**config.mk**
```make
export PLATFORM = sky130hd
export DESIGN_NAME = wind_decoder_flat
export DESIGN_NICKNAME = d
export VERILOG_FILES = /design/src/rtl/wind_decoder_if.sv /design/src/rtl/wind_decoder.sv /design/src/flat_wrapper.sv
export SDC_FILE = /design/constraint.sdc
export NUM_CORES = 1
export LEC_CHECK = 0
export CAP_MARGIN = 15
export CELL_PAD_IN_SITES_DETAIL_PLACEMENT = 0
export CELL_PAD_IN_SITES_GLOBAL_PLACEMENT = 1
export CORE_MARGIN = 4
export CORE_UTILIZATION = 30
export DETAILED_ROUTE_END_ITERATION = 16
export GPL_TIMING_DRIVEN = 1
export PLACE_DENSITY = 0.67
export RECOVER_POWER = 100
export SYNTH_ARGS = -nofsm -noshare
export SYNTH_HDL_FRONTEND = slang
export SYNTH_SLANG_ARGS = --single-unit
```
**constraint.sdc**
```tcl
create_clock -name clk -period 2.9 [get_ports clk]
set_clock_uncertainty 0.2 [all_clocks]
set_input_delay 0.58 -clock clk [delete_from_list [all_inputs] [get_ports clk]]
set_output_delay 0.58 -clock clk [all_outputs]
set_load 0.05 [all_outputs]
```
**src/rtl/wind_decoder_if.sv**
```systemverilog
// Bundles the sample inputs and decoded outputs of the wind-light decoder.
interface wind_decoder_if;
  logic       en;
  logic [2:0] lights;
  logic [1:0] w;
  logic       valid;
  logic       err;
  logic [7:0] switch_cnt;

  modport master (
    output en,
    output lights,
    input  w,
    input  valid,
    input  err,
    input  switch_cnt
  );

  modport slave (
    input  en,
    input  lights,
    output w,
    output valid,
    output err,
    output switch_cnt
  );
endinterface

```
**src/rtl/wind_decoder.sv**
```systemverilog
// Decodes a rotating three-light pattern into a wind direction, requiring
// LOCK_COUNT consecutive same-class transitions before the mode is reported.
module wind_decoder #(
  parameter int LOCK_COUNT = 3
) (
  input logic          clk,
  input logic          reset,
  wind_decoder_if.slave bus
);

  localparam logic [3:0] LOCK_C    = 4'(LOCK_COUNT);
  localparam logic [1:0] CLS_CALM  = 2'b00;
  localparam logic [1:0] CLS_LEFT  = 2'b01;
  localparam logic [1:0] CLS_RIGHT = 2'b10;
  localparam logic [1:0] CLS_ILL   = 2'b11;

  function automatic logic is_legal(input logic [2:0] code);
    case (code)
      3'b010, 3'b101, 3'b100, 3'b001: is_legal = 1'b1;
      default:                        is_legal = 1'b0;
    endcase
  endfunction

  function automatic logic [1:0] classify(input logic [2:0] p, input logic [2:0] c);
    case ({p, c})
      6'b010_101, 6'b101_010:             classify = CLS_CALM;
      6'b010_100, 6'b100_001, 6'b001_010: classify = CLS_LEFT;
      6'b010_001, 6'b001_100, 6'b100_010: classify = CLS_RIGHT;
      default:                            classify = CLS_ILL;
    endcase
  endfunction

  logic [2:0] prev_r, prev_s;
  logic       prev_ok_r, prev_ok_s;
  logic [1:0] cand_r, cand_s;
  logic [3:0] cnt_r, cnt_s;
  logic [1:0] w_r, w_s;
  logic       valid_r, valid_s;
  logic       err_r, err_s;
  logic [7:0] sw_r, sw_s;
  logic       locked_once_r, locked_once_s;

  logic [1:0] cls_s;
  logic [3:0] cnt_inc_s;
  logic       lock_s;
  logic [1:0] lock_mode_s;

  // Next-state: classify the sample against prev, track the candidate run, detect lock events.
  always_comb begin
    prev_s        = prev_r;
    prev_ok_s     = prev_ok_r;
    cand_s        = cand_r;
    cnt_s         = cnt_r;
    w_s           = w_r;
    valid_s       = valid_r;
    err_s         = 1'b0;
    sw_s          = sw_r;
    locked_once_s = locked_once_r;
    lock_s        = 1'b0;
    lock_mode_s   = cand_r;
    cls_s         = classify(prev_r, bus.lights);
    cnt_inc_s     = (cnt_r >= LOCK_C) ? LOCK_C : cnt_r + 4'd1;

    if (bus.en) begin
      if (!is_legal(bus.lights)) begin
        err_s     = 1'b1;
        valid_s   = 1'b0;
        cnt_s     = 4'd0;
        prev_ok_s = 1'b0;
      end else if (!prev_ok_r) begin
        prev_s    = bus.lights;
        prev_ok_s = 1'b1;
      end else begin
        prev_s = bus.lights;
        if (cls_s == CLS_ILL) begin
          err_s   = 1'b1;
          valid_s = 1'b0;
          cnt_s   = 4'd0;
        end else if (cls_s == cand_r) begin
          cnt_s = cnt_inc_s;
          if ((cnt_inc_s == LOCK_C) && !valid_r) begin
            lock_s = 1'b1;
          end else begin
            lock_s = 1'b0;
          end
        end else begin
          // A class change with a single-transition lock relocks immediately.
          cand_s      = cls_s;
          cnt_s       = 4'd1;
          valid_s     = 1'b0;
          lock_mode_s = cls_s;
          if (LOCK_C == 4'd1) begin
            lock_s = 1'b1;
          end else begin
            lock_s = 1'b0;
          end
        end
      end
    end else begin
      err_s = 1'b0;
    end

    if (lock_s) begin
      valid_s       = 1'b1;
      w_s           = lock_mode_s;
      locked_once_s = 1'b1;
      if (locked_once_r && (lock_mode_s != w_r) && (sw_r != 8'hFF)) begin
        sw_s = sw_r + 8'd1;
      end else begin
        sw_s = sw_r;
      end
    end else begin
      sw_s = sw_r;
    end
  end

  // State and output registers with synchronous reset.
  always_ff @(posedge clk) begin
    if (reset) begin
      prev_r        <= 3'b000;
      prev_ok_r     <= 1'b0;
      cand_r        <= CLS_CALM;
      cnt_r         <= 4'd0;
      w_r           <= 2'b00;
      valid_r       <= 1'b0;
      err_r         <= 1'b0;
      sw_r          <= 8'd0;
      locked_once_r <= 1'b0;
    end else begin
      prev_r        <= prev_s;
      prev_ok_r     <= prev_ok_s;
      cand_r        <= cand_s;
      cnt_r         <= cnt_s;
      w_r           <= w_s;
      valid_r       <= valid_s;
      err_r         <= err_s;
      sw_r          <= sw_s;
      locked_once_r <= locked_once_s;
    end
  end

  assign bus.w          = w_r;
  assign bus.valid      = valid_r;
  assign bus.err        = err_r;
  assign bus.switch_cnt = sw_r;

endmodule

```
**src/flat_wrapper.sv**
```systemverilog
// flat-port wrapper written by rule: the top's interface ports become plain ports
module wind_decoder_flat 
#(
  parameter int LOCK_COUNT = 3
)
  (clk, reset, bus_en, bus_lights, bus_w, bus_valid, bus_err, bus_switch_cnt);
  wind_decoder_if bus_i ();
  input logic clk;
  input logic reset;
  input wire logic [$bits(bus_i.en)-1:0] bus_en;
  input wire logic [$bits(bus_i.lights)-1:0] bus_lights;
  output wire logic [$bits(bus_i.w)-1:0] bus_w;
  output wire logic [$bits(bus_i.valid)-1:0] bus_valid;
  output wire logic [$bits(bus_i.err)-1:0] bus_err;
  output wire logic [$bits(bus_i.switch_cnt)-1:0] bus_switch_cnt;
  assign bus_i.en = bus_en;
  assign bus_i.lights = bus_lights;
  assign bus_w = bus_i.w;
  assign bus_valid = bus_i.valid;
  assign bus_err = bus_i.err;
  assign bus_switch_cnt = bus_i.switch_cnt;
  wind_decoder #(.LOCK_COUNT(LOCK_COUNT)) u_core (.clk(clk), .reset(reset), .bus(bus_i));
endmodule
```
==> run metrics <==
Max-Cap Viols=0; die area=about 6000 µm²; Final Cell Area=2120 µm²; synthesized cell area=between 1000 and 1500 µm²; Hold Vio Cnt, Final=0; LEAKAGE=0.877 nW; port bufs=17; syn_area_per_cell=around 8.1 µm²; detailed-route wire length=3920 µm; Vias/cell=just over 5; Slew Viols, Final=0; TritonCTS buffer count=3; pwr/cell area=approximately 310 nW/µm²; DRC viols=0; largest net degree at the start of global routing=32; Wirelength per Cell=~14 µm; cell accounting for the most synthesized area=dfxtp_1; Root Driver=clkbuf_8; total gr overflow=0; CTS tree=done; worst hold slack=roughly 0.25 ns; worst-path cell chain=ha_1 > nor4_1 > or4b_2 > or3_4 > nor4_2 > mux2_1; ys flop type=dfxtp_1; initial antenna violation count=0; # setup viols final=0; share of the synthesized area in the top cell type=0.313; worst skew pair latency=about 0.27 ns; Filler Cell Count=475; vias=between 1000 and 1500; status=complete, no violations; Pre-antenna DRT Iters=4; Area growth syn-to-layout=44.2%; clock slew at reported path FFs=~0.090 ns; Critical Path Start=u_core.cnt_r[0]$_SDFFE_PP0P_; Initial Utilization=0.312; placed wire-length estimate=roughly 2800 µm; CP max stage cell=or4b_2; Worst Tran Pin Value=roughly 1.4 ns; # hold bufs at CTS=0; Hold Path Class=reg2reg; Num Clock Sinks=23; non-filler cells, final=289; Final Power=between 0.6 and 0.7 mW; core area=between 4000 and 5000 µm²; Startpoint Class=flip-flop; Syn Inst Count=approximately 180; #FFs+latches synth=23; register area share after synthesis=0.313; CP Data Arrival Time=2.81 ns; DRT iter0 DRCs=92; post-route ant nets=0; Die Width=78.0 µm; Fmax=352 MHz; asr flop ratio synth=0; required time worst endpoint=2.87 ns; ANT cells=0; Setup TNS=0 ns; Tmin final=roughly 2.8 ns; Synth area leaders=dfxtp_1 (31%), nor2_1 (7.1%), mux2_1 (6.1%); largest fanout on the critical path=9; hold_sp=u_core.locked_once_r$_SDFFE_PP0P_; share of cells above drive strength 1=0.284; clk buf depth=2; H-tree depth=1; max_slew headroom=0.0958; Inst Count DP=about 280; Setup CP Type=reg2reg; syn_nets=between 150 and 200; placed inst area=1880 µm²; Final Cycle Share=0.981; vias in the first global route=between 1000 and 1500; Post-synth EDFFs=0; synth warn=0; critical path capture point type=flip-flop; global placer's final weighted congestion=0.840; count of nets after finishing=between 200 and 250; Reg-to-Reg Start=u_core.cnt_r[0]$_SDFFE_PP0P_; die height=78.0 µm; peak supply drop=approximately 150 µV; global-route wire length before repair=6390 µm; Cell variety after synth=50; GRT Resource Usage Total=0.129; Max stage delay on crit path=approximately 0.65 ns; Rows=25; I/O Pins=18
-- layout make-up --
class	count	area (µm²)	area share
Clock buffer	3	41.3	0.0195
Tap cell	67	83.8	0.0395
Inverter	7	26.3	0.0124
Sequential cell	23	469	0.221
Timing Repair Buffer	47	400	0.189
Multi-Input combinational cell	141	1100	0.517
Clock inverter	1	5.00	0.00236
-- placed cells by master, fill, tap and decap left out, types with 3 or more instances in the layout --
cell type	n
nor2_1	27
buf_4	26
dfxtp_1	20
a21oi_1	13
dlygate4sd3_1	13
nor2b_1	10
inv_1	7
mux2_1	7
nand3_1	6
nand2_1	6
o21ai_0	5
nor3_1	5
nand2b_1	4
nor4_1	3
clkbuf_8	3
buf_6	3
-- logic make-up (layout without fill, tap and decap cells) --
group                    after synthesis  count (layout)  share of synthesized area
AO/OA/AOI/OAI                         35              35                      0.165
XOR/XNOR                               3               3                     0.0179
adder cells (fa/ha/maj)                2               2                     0.0170
buffers and inverters                 18              58                     0.0570
flip-flops                            23              23                      0.313
multiplexers                          10              10                     0.0748
AND/OR/NAND/NOR                       91              91                      0.355
-- final timing paths --
path                            slack, ns                                     to  depth (start not counted)
worst max-delay path                 0.06  u_core.bus.switch_cnt[6]$_SDFFE_PP0P_                          6
worst min-delay path                 0.25      u_core.locked_once_r$_SDFFE_PP0P_                          2
worst min register to register       0.25      u_core.locked_once_r$_SDFFE_PP0P_                          2
worst max register to register       0.06  u_core.bus.switch_cnt[6]$_SDFFE_PP0P_                          6
-- cells in the mapped netlist (3+ instances only) --
master	number
nor2_1	28
nor4_1	7
nor3_1	5
nand3_1	6
a21oi_1	13
nor4bb_1	4
dfxtp_1	23
nand2_1	6
clkbuf_1	3
nor2b_1	10
mux2_1	8
inv_1	7
nand2b_1	5
buf_2	4
o21ai_0	6
-- power by group --
part	internal (mW)	total [mW]	switching, mW	leakage, nW
sequential	0.319	0.327	0.00721	0.188
clock	0.0963	0.213	0.116	0.0255
combinational	0.0531	0.108	0.0549	0.664
-- worst max-delay path, delay by kind of cell (launching register included) --
| kind | cells | cell delay, ns |
|---|---|---|
| mux | 1 | 0.34 |
| flops | 1 | 0.34 |
| fa+ha+maj | 1 | 0.29 |
| simple gates | 4 | 1.56 |
-- metrics by stage --
stage	utilization	worst slack, ns
floorplan	-	-0.0430
global placement	0.397	-0.689
detailed placement	0.397	-0.764
CTS	0.430	0.000614
global route	0.449	-0.0281
finish	0.449	0.0556
-- registers in the layout, indices dropped and copies added (netlist names) --
signal	count
u_core.bus.valid	1
u_core.cand_r	2
u_core.prev_r	3
u_core.prev_ok_r	1
u_core.cnt_r	4
u_core.bus.err	1
u_core.bus.w	2
u_core.bus.switch_cnt	8
u_core.locked_once_r	1
-- routing by layer --
layer / track usage / share of wire / vias up / wire (µm)
met5: 0 / 0 / - / 0
met2: 0.222 / 0.48 / 18 / 1900
met4: 0.0542 / 0.023 / 0 / 90
li1: - / - / 740 / -
met1: 0.162 / 0.47 / 692 / 1840
met3: 0.0149 / 0.021 / 6 / 84
-- what timing repair did --
action	CTS	global route
setup buffers	2	1
resized for setup	29	25
endpoints found under the setup margin	11	7
pin swaps	8	9
Power figures use the tool's default switching activity.
